File: src/rtl/hazard_scoreboard_if.sv
// Decode-side hazard bus: operand/destination info and forwarding sources in,
// stall/flush controls, forwarded operands and scoreboard state out.
interface hazard_scoreboard_if #(
    parameter int XLEN   = 64,
    parameter int NREG   = 32,
    parameter int NFWD   = 3,
    parameter int MC_MAX = 2,
    parameter int CNTW   = 32
);
    localparam int AW = $clog2(NREG);
    localparam int OW = $clog2(MC_MAX + 1);

    logic [AW-1:0]        id_rs1;
    logic [AW-1:0]        id_rs2;
    logic                 id_rs1_used;
    logic                 id_rs2_used;
    logic [AW-1:0]        id_rd;
    logic                 id_rd_we;
    logic                 id_is_mc;
    logic [NFWD-1:0]      fwd_valid;
    logic [NFWD*AW-1:0]   fwd_dst;
    logic [NFWD*XLEN-1:0] fwd_data;
    logic [NFWD-1:0]      fwd_pending;
    logic                 mc_issue;
    logic [AW-1:0]        mc_issue_dst;
    logic                 mc_done;
    logic [AW-1:0]        mc_done_dst;
    logic                 redirect;
    logic                 cnt_clr;
    logic                 stall_if;
    logic                 stall_id;
    logic                 flush_id;
    logic                 flush_ex;
    logic                 srca_mux;
    logic [XLEN-1:0]      srca_fwd;
    logic                 srcb_mux;
    logic [XLEN-1:0]      srcb_fwd;
    logic [NREG-1:0]      sb_busy;
    logic [OW-1:0]        mc_outstanding;
    logic [CNTW-1:0]      stall_cnt;

    modport master (
        output id_rs1, id_rs2, id_rs1_used, id_rs2_used, id_rd, id_rd_we, id_is_mc,
               fwd_valid, fwd_dst, fwd_data, fwd_pending,
               mc_issue, mc_issue_dst, mc_done, mc_done_dst, redirect, cnt_clr,
        input  stall_if, stall_id, flush_id, flush_ex, srca_mux, srca_fwd,
               srcb_mux, srcb_fwd, sb_busy, mc_outstanding, stall_cnt
    );

    modport slave (
        input  id_rs1, id_rs2, id_rs1_used, id_rs2_used, id_rd, id_rd_we, id_is_mc,
               fwd_valid, fwd_dst, fwd_data, fwd_pending,
               mc_issue, mc_issue_dst, mc_done, mc_done_dst, redirect, cnt_clr,
        output stall_if, stall_id, flush_id, flush_ex, srca_mux, srca_fwd,
               srcb_mux, srcb_fwd, sb_busy, mc_outstanding, stall_cnt
    );
endinterface

File: src/rtl/hazard_scoreboard.sv
// Decode-stage hazard unit: priority operand forwarding, load-use and
// multi-cycle scoreboard hazards, redirect arbitration and stall counting.
module hazard_scoreboard #(
    parameter int XLEN   = 64,
    parameter int NREG   = 32,
    parameter int NFWD   = 3,
    parameter int MC_MAX = 2,
    parameter int CNTW   = 32
) (
    input logic               clk,
    input logic               reset,
    hazard_scoreboard_if.slave bus
);
    localparam int AW = $clog2(NREG);
    localparam int OW = $clog2(MC_MAX + 1);

    typedef struct packed {
        logic            hit;
        logic            pend;
        logic [XLEN-1:0] data;
    } fwd_t;

    function automatic fwd_t lookup(
        input logic [AW-1:0]        rs,
        input logic                 used,
        input logic [NFWD-1:0]      valid,
        input logic [NFWD*AW-1:0]   dst,
        input logic [NFWD*XLEN-1:0] data,
        input logic [NFWD-1:0]      pend
    );
        fwd_t r;
        r = '0;
        // Oldest first so a younger match overwrites; index 0 ends up winning.
        for (int i = NFWD - 1; i >= 0; i--) begin
            if (used && rs != '0 && valid[i] && dst[i*AW +: AW] == rs) begin
                r.hit  = 1'b1;
                r.pend = pend[i];
                r.data = data[i*XLEN +: XLEN];
            end
        end
        return r;
    endfunction

    logic [NREG-1:0] sb_busy_q, sb_busy_d;
    logic [OW-1:0]   mc_out_q, mc_out_d;
    logic [CNTW-1:0] stall_cnt_q, stall_cnt_d;

    fwd_t fa, fb;
    logic haz_a, haz_b, haz_struct, hz, stall;

    always_comb begin
        fa = lookup(bus.id_rs1, bus.id_rs1_used, bus.fwd_valid, bus.fwd_dst,
                    bus.fwd_data, bus.fwd_pending);
        fb = lookup(bus.id_rs2, bus.id_rs2_used, bus.fwd_valid, bus.fwd_dst,
                    bus.fwd_data, bus.fwd_pending);
        haz_a = fa.pend || (bus.id_rs1_used && bus.id_rs1 != '0 && sb_busy_q[bus.id_rs1]);
        haz_b = fb.pend || (bus.id_rs2_used && bus.id_rs2 != '0 && sb_busy_q[bus.id_rs2]);
        haz_struct = (bus.id_is_mc && mc_out_q == OW'(MC_MAX)) ||
                     (bus.id_rd_we && bus.id_rd != '0 && sb_busy_q[bus.id_rd]);
        hz    = haz_a || haz_b || haz_struct;
        stall = hz && !bus.redirect;
    end

    assign bus.stall_if       = stall;
    assign bus.stall_id       = stall;
    assign bus.flush_id       = bus.redirect;
    assign bus.flush_ex       = hz || bus.redirect;
    assign bus.srca_mux       = fa.hit;
    assign bus.srca_fwd       = fa.data;
    assign bus.srcb_mux       = fb.hit;
    assign bus.srcb_fwd       = fb.data;
    assign bus.sb_busy        = sb_busy_q;
    assign bus.mc_outstanding = mc_out_q;
    assign bus.stall_cnt      = stall_cnt_q;

    always_comb begin
        sb_busy_d = sb_busy_q;
        if (bus.mc_done)  sb_busy_d[bus.mc_done_dst]  = 1'b0;
        // Set is applied after clear so a same-cycle issue keeps the bit.
        if (bus.mc_issue) sb_busy_d[bus.mc_issue_dst] = 1'b1;
        sb_busy_d[0] = 1'b0;

        mc_out_d = mc_out_q;
        if (bus.mc_issue && !bus.mc_done) begin
            if (mc_out_q < OW'(MC_MAX)) mc_out_d = mc_out_q + 1'b1;
        end else if (bus.mc_done && !bus.mc_issue) begin
            if (mc_out_q != '0) mc_out_d = mc_out_q - 1'b1;
        end

        stall_cnt_d = stall_cnt_q;
        if (bus.cnt_clr)                      stall_cnt_d = '0;
        else if (stall && stall_cnt_q != '1) stall_cnt_d = stall_cnt_q + 1'b1;
    end

    always_ff @(posedge clk or negedge reset) begin
        if (!reset) begin
            sb_busy_q   <= '0;
            mc_out_q    <= '0;
            stall_cnt_q <= '0;
        end else begin
            sb_busy_q   <= sb_busy_d;
            mc_out_q    <= mc_out_d;
            stall_cnt_q <= stall_cnt_d;
        end
    end

    mc_done_underflow: assert property (@(posedge clk) disable iff (!reset)
        !(bus.mc_done && mc_out_q == '0));
endmodule
File: src/flat_wrapper.sv
// flat-port wrapper written by rule: the top's interface ports become plain ports
module hazard_scoreboard_flat 
#(
    parameter int XLEN   = 64,
    parameter int NREG   = 32,
    parameter int NFWD   = 3,
    parameter int MC_MAX = 2,
    parameter int CNTW   = 32
)
  (clk, reset, bus_id_rs1, bus_id_rs2, bus_id_rs1_used, bus_id_rs2_used, bus_id_rd, bus_id_rd_we, bus_id_is_mc, bus_fwd_valid, bus_fwd_dst, bus_fwd_data, bus_fwd_pending, bus_mc_issue, bus_mc_issue_dst, bus_mc_done, bus_mc_done_dst, bus_redirect, bus_cnt_clr, bus_stall_if, bus_stall_id, bus_flush_id, bus_flush_ex, bus_srca_mux, bus_srca_fwd, bus_srcb_mux, bus_srcb_fwd, bus_sb_busy, bus_mc_outstanding, bus_stall_cnt);
  hazard_scoreboard_if #(.XLEN(XLEN), .NREG(NREG), .NFWD(NFWD), .MC_MAX(MC_MAX), .CNTW(CNTW)) bus_i ();
  input logic clk;
  input logic reset;
  input wire logic [$bits(bus_i.id_rs1)-1:0] bus_id_rs1;
  input wire logic [$bits(bus_i.id_rs2)-1:0] bus_id_rs2;
  input wire logic [$bits(bus_i.id_rs1_used)-1:0] bus_id_rs1_used;
  input wire logic [$bits(bus_i.id_rs2_used)-1:0] bus_id_rs2_used;
  input wire logic [$bits(bus_i.id_rd)-1:0] bus_id_rd;
  input wire logic [$bits(bus_i.id_rd_we)-1:0] bus_id_rd_we;
  input wire logic [$bits(bus_i.id_is_mc)-1:0] bus_id_is_mc;
  input wire logic [$bits(bus_i.fwd_valid)-1:0] bus_fwd_valid;
  input wire logic [$bits(bus_i.fwd_dst)-1:0] bus_fwd_dst;
  input wire logic [$bits(bus_i.fwd_data)-1:0] bus_fwd_data;
  input wire logic [$bits(bus_i.fwd_pending)-1:0] bus_fwd_pending;
  input wire logic [$bits(bus_i.mc_issue)-1:0] bus_mc_issue;
  input wire logic [$bits(bus_i.mc_issue_dst)-1:0] bus_mc_issue_dst;
  input wire logic [$bits(bus_i.mc_done)-1:0] bus_mc_done;
  input wire logic [$bits(bus_i.mc_done_dst)-1:0] bus_mc_done_dst;
  input wire logic [$bits(bus_i.redirect)-1:0] bus_redirect;
  input wire logic [$bits(bus_i.cnt_clr)-1:0] bus_cnt_clr;
  output wire logic [$bits(bus_i.stall_if)-1:0] bus_stall_if;
  output wire logic [$bits(bus_i.stall_id)-1:0] bus_stall_id;
  output wire logic [$bits(bus_i.flush_id)-1:0] bus_flush_id;
  output wire logic [$bits(bus_i.flush_ex)-1:0] bus_flush_ex;
  output wire logic [$bits(bus_i.srca_mux)-1:0] bus_srca_mux;
  output wire logic [$bits(bus_i.srca_fwd)-1:0] bus_srca_fwd;
  output wire logic [$bits(bus_i.srcb_mux)-1:0] bus_srcb_mux;
  output wire logic [$bits(bus_i.srcb_fwd)-1:0] bus_srcb_fwd;
  output wire logic [$bits(bus_i.sb_busy)-1:0] bus_sb_busy;
  output wire logic [$bits(bus_i.mc_outstanding)-1:0] bus_mc_outstanding;
  output wire logic [$bits(bus_i.stall_cnt)-1:0] bus_stall_cnt;
  assign bus_i.id_rs1 = bus_id_rs1;
  assign bus_i.id_rs2 = bus_id_rs2;
  assign bus_i.id_rs1_used = bus_id_rs1_used;
  assign bus_i.id_rs2_used = bus_id_rs2_used;
  assign bus_i.id_rd = bus_id_rd;
  assign bus_i.id_rd_we = bus_id_rd_we;
  assign bus_i.id_is_mc = bus_id_is_mc;
  assign bus_i.fwd_valid = bus_fwd_valid;
  assign bus_i.fwd_dst = bus_fwd_dst;
  assign bus_i.fwd_data = bus_fwd_data;
  assign bus_i.fwd_pending = bus_fwd_pending;
  assign bus_i.mc_issue = bus_mc_issue;
  assign bus_i.mc_issue_dst = bus_mc_issue_dst;
  assign bus_i.mc_done = bus_mc_done;
  assign bus_i.mc_done_dst = bus_mc_done_dst;
  assign bus_i.redirect = bus_redirect;
  assign bus_i.cnt_clr = bus_cnt_clr;
  assign bus_stall_if = bus_i.stall_if;
  assign bus_stall_id = bus_i.stall_id;
  assign bus_flush_id = bus_i.flush_id;
  assign bus_flush_ex = bus_i.flush_ex;
  assign bus_srca_mux = bus_i.srca_mux;
  assign bus_srca_fwd = bus_i.srca_fwd;
  assign bus_srcb_mux = bus_i.srcb_mux;
  assign bus_srcb_fwd = bus_i.srcb_fwd;
  assign bus_sb_busy = bus_i.sb_busy;
  assign bus_mc_outstanding = bus_i.mc_outstanding;
  assign bus_stall_cnt = bus_i.stall_cnt;
  hazard_scoreboard #(.XLEN(XLEN), .NREG(NREG), .NFWD(NFWD), .MC_MAX(MC_MAX), .CNTW(CNTW)) u_core (.clk(clk), .reset(reset), .bus(bus_i));
endmodule
File: config.mk
export PLATFORM = sky130hd
export DESIGN_NAME = hazard_scoreboard_flat
export DESIGN_NICKNAME = d
export VERILOG_FILES = /design/src/rtl/hazard_scoreboard_if.sv /design/src/rtl/hazard_scoreboard.sv /design/src/flat_wrapper.sv
export SDC_FILE = /design/constraint.sdc
export NUM_CORES = 1
export LEC_CHECK = 0
export CAP_MARGIN = 20
export CORE_AREA = 2 2 172 174
export CTS_CLUSTER_SIZE = 16
export DETAILED_ROUTE_END_ITERATION = 10
export DIE_AREA = 0 0 174 176
export GPL_TIMING_DRIVEN = 0
export SETUP_SLACK_MARGIN = 0.1
export SLEW_MARGIN = 20
export SYNTH_ARGS = -nofsm -noshare
export SYNTH_HDL_FRONTEND = slang
export SYNTH_SLANG_ARGS = --single-unit
File: constraint.sdc
create_clock -name clk -period 4.5 [get_ports clk]
set_input_delay 0.45 -clock clk [delete_from_list [all_inputs] [get_ports clk]]
set_output_delay 0.45 -clock clk [all_outputs]
set_load 0.01 [all_outputs]
# --- Word level (Yosys, flattened, before mapping) ---
# Index checks and enable logic that the tools add are counted.
op_classes:
  n_addsub: 3
  order_cmp: 8
  n_eq_ne: 9
  mux: 24
  bitwise: 3
  reduce_logical: 42
op_table:
  columns: ["op", "count"]
  rows:
  - ["$mux 66", 6]
  - ["$mux 32", 4]
  - ["$add 32x1->32 const B", 1]
  - ["$and 32x32->32", 1]
  - ["$ne 32x32->1 const B", 1]
  - ["$not 32->32", 1]
  - ["$or 32x32->32", 1]
  - ["$eq 5x5->1", 6]
  - ["$lt 5x6->1 const B", 5]
  - ["$logic_and 1x1->1", 25]
  - ["$bmux 1 s5", 3]
  - ["$reduce_bool 5->1", 3]
  - ["$demux 1 s5", 2]
  - ["$ge 5x1->1 const B", 2]
  - ["$mux 2", 4]
  - ["$reduce_bool 2->1", 4]
  - ["$logic_or 1x1->1", 6]
  - ["$mux 1", 5]
  - ["$logic_not 1->1", 3]
  - ["$reduce_and 3->1", 1]
  - ["$add 2x1->2 const B", 1]
  - ["$eq 2x2->1 const B", 1]
  - ["$lt 2x2->1 const B", 1]
  - ["$ne 2x2->1 const B", 1]
  - ["$sub 2x1->2 const B", 1]
totals:
  ff_bits: 65
  input_bits: 248

# --- Longest topological paths before layout ---
depth:
  word_depth: 14
  ltp_mapped: 12

# --- Worst setup path after synthesis ---
# No wires, ideal clock.
synth_timing:
  kind: "input to output"
  from: "input bus_id_rs1[2]"
  to: "output bus_stall_if"
  arrival_time_ns: 2.895
  setup_slack_ns: 1.155
  path_stages: 11
  n_path_buf: 4
  path_cell_list: "buf_4 or4_4 o21ai_4 nor3_1 nand2b_1 a211o_1 nor4_4 buf_6 buf_6 nor2_1 buf_4"
synth_between:
  elab_chain_len: 11
  elab_cells_between_ends: 21
  classes_between: "eq/ne: 3; mux: 5; reduce/logical: 13"
synth_rtl:
  columns: ["element", "line", "rtl"]
  rows:
  - ["from (decl)", "flat_wrapper.sv:14", "input wire logic [$bits(bus_i.id_rs1)-1:0] bus_id_rs1;"]
  - ["$reduce_bool 5->1", "hazard_scoreboard.sv:35, hazard_scoreboard.sv:56", null]
  - ["$logic_and 1x1->1", "hazard_scoreboard.sv:35, hazard_scoreboard.sv:56", null]
  - ["$logic_and 1x1->1 (2 in series)", "hazard_scoreboard.sv:35", "if (used && rs != '0 && valid[i] && dst[i*AW +: AW] == rs) begin"]
  - ["$mux 66 (3 in series)", "hazard_scoreboard.sv:35", null]
  - ["$logic_or 1x1->1 (*)", "hazard_scoreboard.sv:56", "haz_a = fa.pend || (bus.id_rs1_used && bus.id_rs1 != '0 && sb_busy_q[bus.id_rs1]);"]
  - ["$logic_or 1x1->1 (*) (2 in series)", "hazard_scoreboard.sv:60", "hz = haz_a || haz_b || haz_struct;"]
  - ["$logic_and 1x1->1 (*)", "hazard_scoreboard.sv:61", "stall = hz && !bus.redirect;"]
  - ["to (decl)", "flat_wrapper.sv:31", "output wire logic [$bits(bus_i.stall_if)-1:0] bus_stall_if;"]
# Mark *: on every way between the ends. The rest lies on a longest branch, timed or not. The select of a mux whose other input is x is not followed.

# --- Worst setup path in the final report ---
layout_timing:
  from: "input bus_id_rs1[0]"
  to: "output bus_srca_fwd[32]"
layout_between:
  elab_chain_len: 7
  elab_cells_between_ends: 14
  classes_between: "eq/ne: 3; mux: 3; reduce/logical: 8"
layout_rtl:
  columns: ["element", "line", "rtl"]
  rows:
  - ["$reduce_bool 5->1", "hazard_scoreboard.sv:35", null]
  - ["$logic_and 1x1->1 (3 in series)", "hazard_scoreboard.sv:35", null]
  - ["$mux 66 (2 in series)", "hazard_scoreboard.sv:35", null]
  - ["$mux 66 (*)", "hazard_scoreboard.sv:35", null]
  - ["to (decl)", "flat_wrapper.sv:36", "output wire logic [$bits(bus_i.srca_fwd)-1:0] bus_srca_fwd;"]
# Mark *: on every way between the ends. The rest lies on a longest branch, timed or not.

==> reports/metrics.yaml <==
outcome:
  outcome: "complete, no violations"
setup_path:
  cp-end-kind: "output port"
  crit_arrival_ns: 3.85
  crit_chain: "clkdlybuf4s50_1 -> buf_6 -> xnor2_1 -> nand4_1 -> nor4_4 -> buf_2 -> clkbuf_2 -> a22oi_1 -> o21ai_0 -> clkdlybuf4s50_1"
  worst-path-max-fanout: 10
  slowest_delay_ns: 0.64
  slowest_stage: "clkdlybuf4s50_1"
  worst_setup_path_start_kind: "primary input"
  worst-setup-path-type: "in2out"
  crit_required_ns: 4.05
  cp_common_cell: "clkdlybuf4s50_1"
synthesis:
  ys_seq_elements: 65
  synth_edf_count: 0
  syn_area_sq_um: 7278
  ys_types: 66
  seq_area_frac_synth_pct: 22.35
  synth_top_area_share_pct: 22.35
  async_reset_ff_share_pct: 100.0
  synth_top_flop_cell: "dfrtp_1"
  syn-num-nets: 1218
  yosysWarnings: 0
  yosysMostFrequentCell: "o21ai_0"
  synth_top_cell_by_area: "dfrtp_1"
  syn_inst: 969
  synth_common_cells: "o21ai_0, a22oi_1, nor2_1, a21oi_1, nand2_1"
  avgSynthCellArea_sq_um: 7.511
  ys_top_cells_by_area: "dfrtp_1, a22oi_1, o21ai_0, a21oi_1, nor2_1"
routing:
  vias_per_cell: 5.617
  drc_errors: 0
  drtIter0Drc: 984
  wirelength_microns: 49120
  antenna_left: 0
  wl_per_cell_microns: 27.16
  vias: 10161
  drt-pass1-iter-count: 5
final_layout:
  nNetsFinal: 1668
  drive_gt1_share_pct: 9.691
  fin_area_sq_um: 12610
  fillers: 2923
  area_growth_pct: 73.23
  utilization_pct: 44.17
sta:
  slew_violations: 0
  worst_slew_pin_slew_ns: 0.8835
  fmax_mhz: 232.7
  finalHoldViolations: 0
  min_period_over_period_pct: 95.50
  setup_viol: 0
  finalCriticalPeriod_ns: 4.298
  skew_ns: 0.006755
  rsz0062_at_grt: "yes"
  slew_headroom_pct: 40.56
cts:
  clock_latency_ns: 0.33
  clk_pin_slew_ns: 0.06
  clock_path_buffers: 2
  cts_sinks: 65
  numCtsBuffers: 9
  hold_buffers: 0
  h-tree-depth: 3
  root_buffer: "clkbuf_16"
  cts_tree: "done"
grt:
  grt_max_degree: 45
  grt_pass1_vias: 9844
  antenna_found_initial: 6
  grt-ovfl-total: 0
  grt_usage_pct: 30.52
  grt_pass1_wl_microns: 69410
flow_run:
  cap_violations: 0
pwr:
  ir_drop_v: 0.0001798
  power.leakage_nw: 4.415
  p_per_area_nw_per_um2: 210.7
floorplanning:
  core_area_sq_um: 28550
  die_area_sq_um: 30620
  fp.dieH_microns: 176
  initial_core_util_pct: 25.50
  io_pins: 448
  num_rows: 62
  die_w_microns: 174
placed_design:
  gp_congestion: 0.9576
  hpwl_microns: 39500
  numPortBuffers: 435
  dpl_cell_area_sq_um: 12150
min_path:
  hp-class: "in2async"
placed cells by master, fill, tap and decap left out, types with 20 or more instances in the layout:
cell type	instances
dfrtp_1	65
nor2b_1	20
clkbuf_1	45
nand2_1	91
clkdlybuf4s50_1	434
o21ai_0	124
a21oi_1	81
a22oi_1	118
nor2_1	108
nand3_1	22
flip-flops by register name, summed over array words and instances (netlist names):
register and cells:
u_core.bus.sb_busy 31, u_core.bus.stall_cnt 32, u_core.bus.mc_outstanding 2
layer usage:
metal  vias up  share of wire, %  GRT usage, %
met5         -              0.14             0
met4        10               2.7         6.583
met3        83                13         13.29
met2       650                42         44.90
met1      4905                43         41.31
li1       4513                 -             -
cells by family after synthesis:
| logic type | after synthesis | synth area share [%] |
|---|---|---|
| mux | 56 | 11.71 |
| flops | 65 | 22.35 |
| fa+ha+maj | 1 | 0.1719 |
| xor+xnor | 31 | 3.730 |
| buf+inv | 101 | 6.447 |
| other cells | 1 | 0.05152 |
| simple gates | 344 | 24.62 |
| compound gates | 370 | 30.93 |
critical path: cells and delay by family:
kind / cells / cell delay [ns]
buffers and inverters: 5 / 2.08
AND/OR/NAND/NOR: 2 / 0.76
AO/OA/AOI/OAI: 2 / 0.41
XOR/XNOR: 1 / 0.13
stage by stage:
| stage | power (mW) | cells | setup WS [ns] | hold WS (ns) | TNS (ns) |
|---|---|---|---|---|---|
| after floorplan | 1.156 | 969 | 1.155 | 0.1544 | 0 |
| after global placement | 1.812 | 1788 | -1.047 | 0.5627 | -45.12 |
| after detailed placement | 1.821 | 1790 | -0.3814 | 0.3742 | -12.78 |
| after CTS | 2.657 | 1808 | 0.07990 | 0.01998 | 0 |
| after global routing | 2.768 | 1809 | 0.08768 | 0.02438 | 0 |
| final | 2.657 | 1809 | 0.2025 | 0.01942 | 0 |
where the power goes:
group / internal, mW / leakage (nW) / switching [mW]
Clock: 0.544 / 0.163 / 0.272
Sequential: 0.657 / 0.848 / 0.156
Combinational: 0.575 / 3.40 / 0.453
Total: 1.78 / 4.42 / 0.880
final timing paths:
path                                          start                           end  slack (ns)  cells after the start
min reg2reg                u_core.bus.stall_cnt[24]      u_core.bus.stall_cnt[24]        0.59                      2
max                                   bus_id_rs1[0]              bus_srca_fwd[32]        0.20                     10
min in group clk                       bus_mc_issue  u_core.bus.mc_outstanding[1]        0.58                      3
max in group asynchronous                     reset        u_core.bus.sb_busy[11]        3.95                      2
max reg2reg                 u_core.bus.stall_cnt[9]       u_core.bus.stall_cnt[8]        0.84                      8
min                                           reset      u_core.bus.stall_cnt[27]        0.02                      1
layout make-up:
cell class              instances  area, sq um  share of cell area [%]
diodes                          1        2.502                 0.01985
inverters                      12        45.04                  0.3573
multi-input cells             803         5253                   41.66
clock inverters                 6        115.1                  0.9130
repair buffers                439         4399                   34.89
well taps                     384        480.5                   3.811
plain buffers                  89        457.9                   3.632
clock buffers                  10        229.0                   1.816
flip-flops and latches         65         1627                   12.90
timing repair:
item,in CTS,in global routing
pin swaps,1,1
gates resized for setup,24,30
setup endpoints to repair,97,73
setup buffers,2,0
Note: power is estimated with default switching activity, not from simulation.
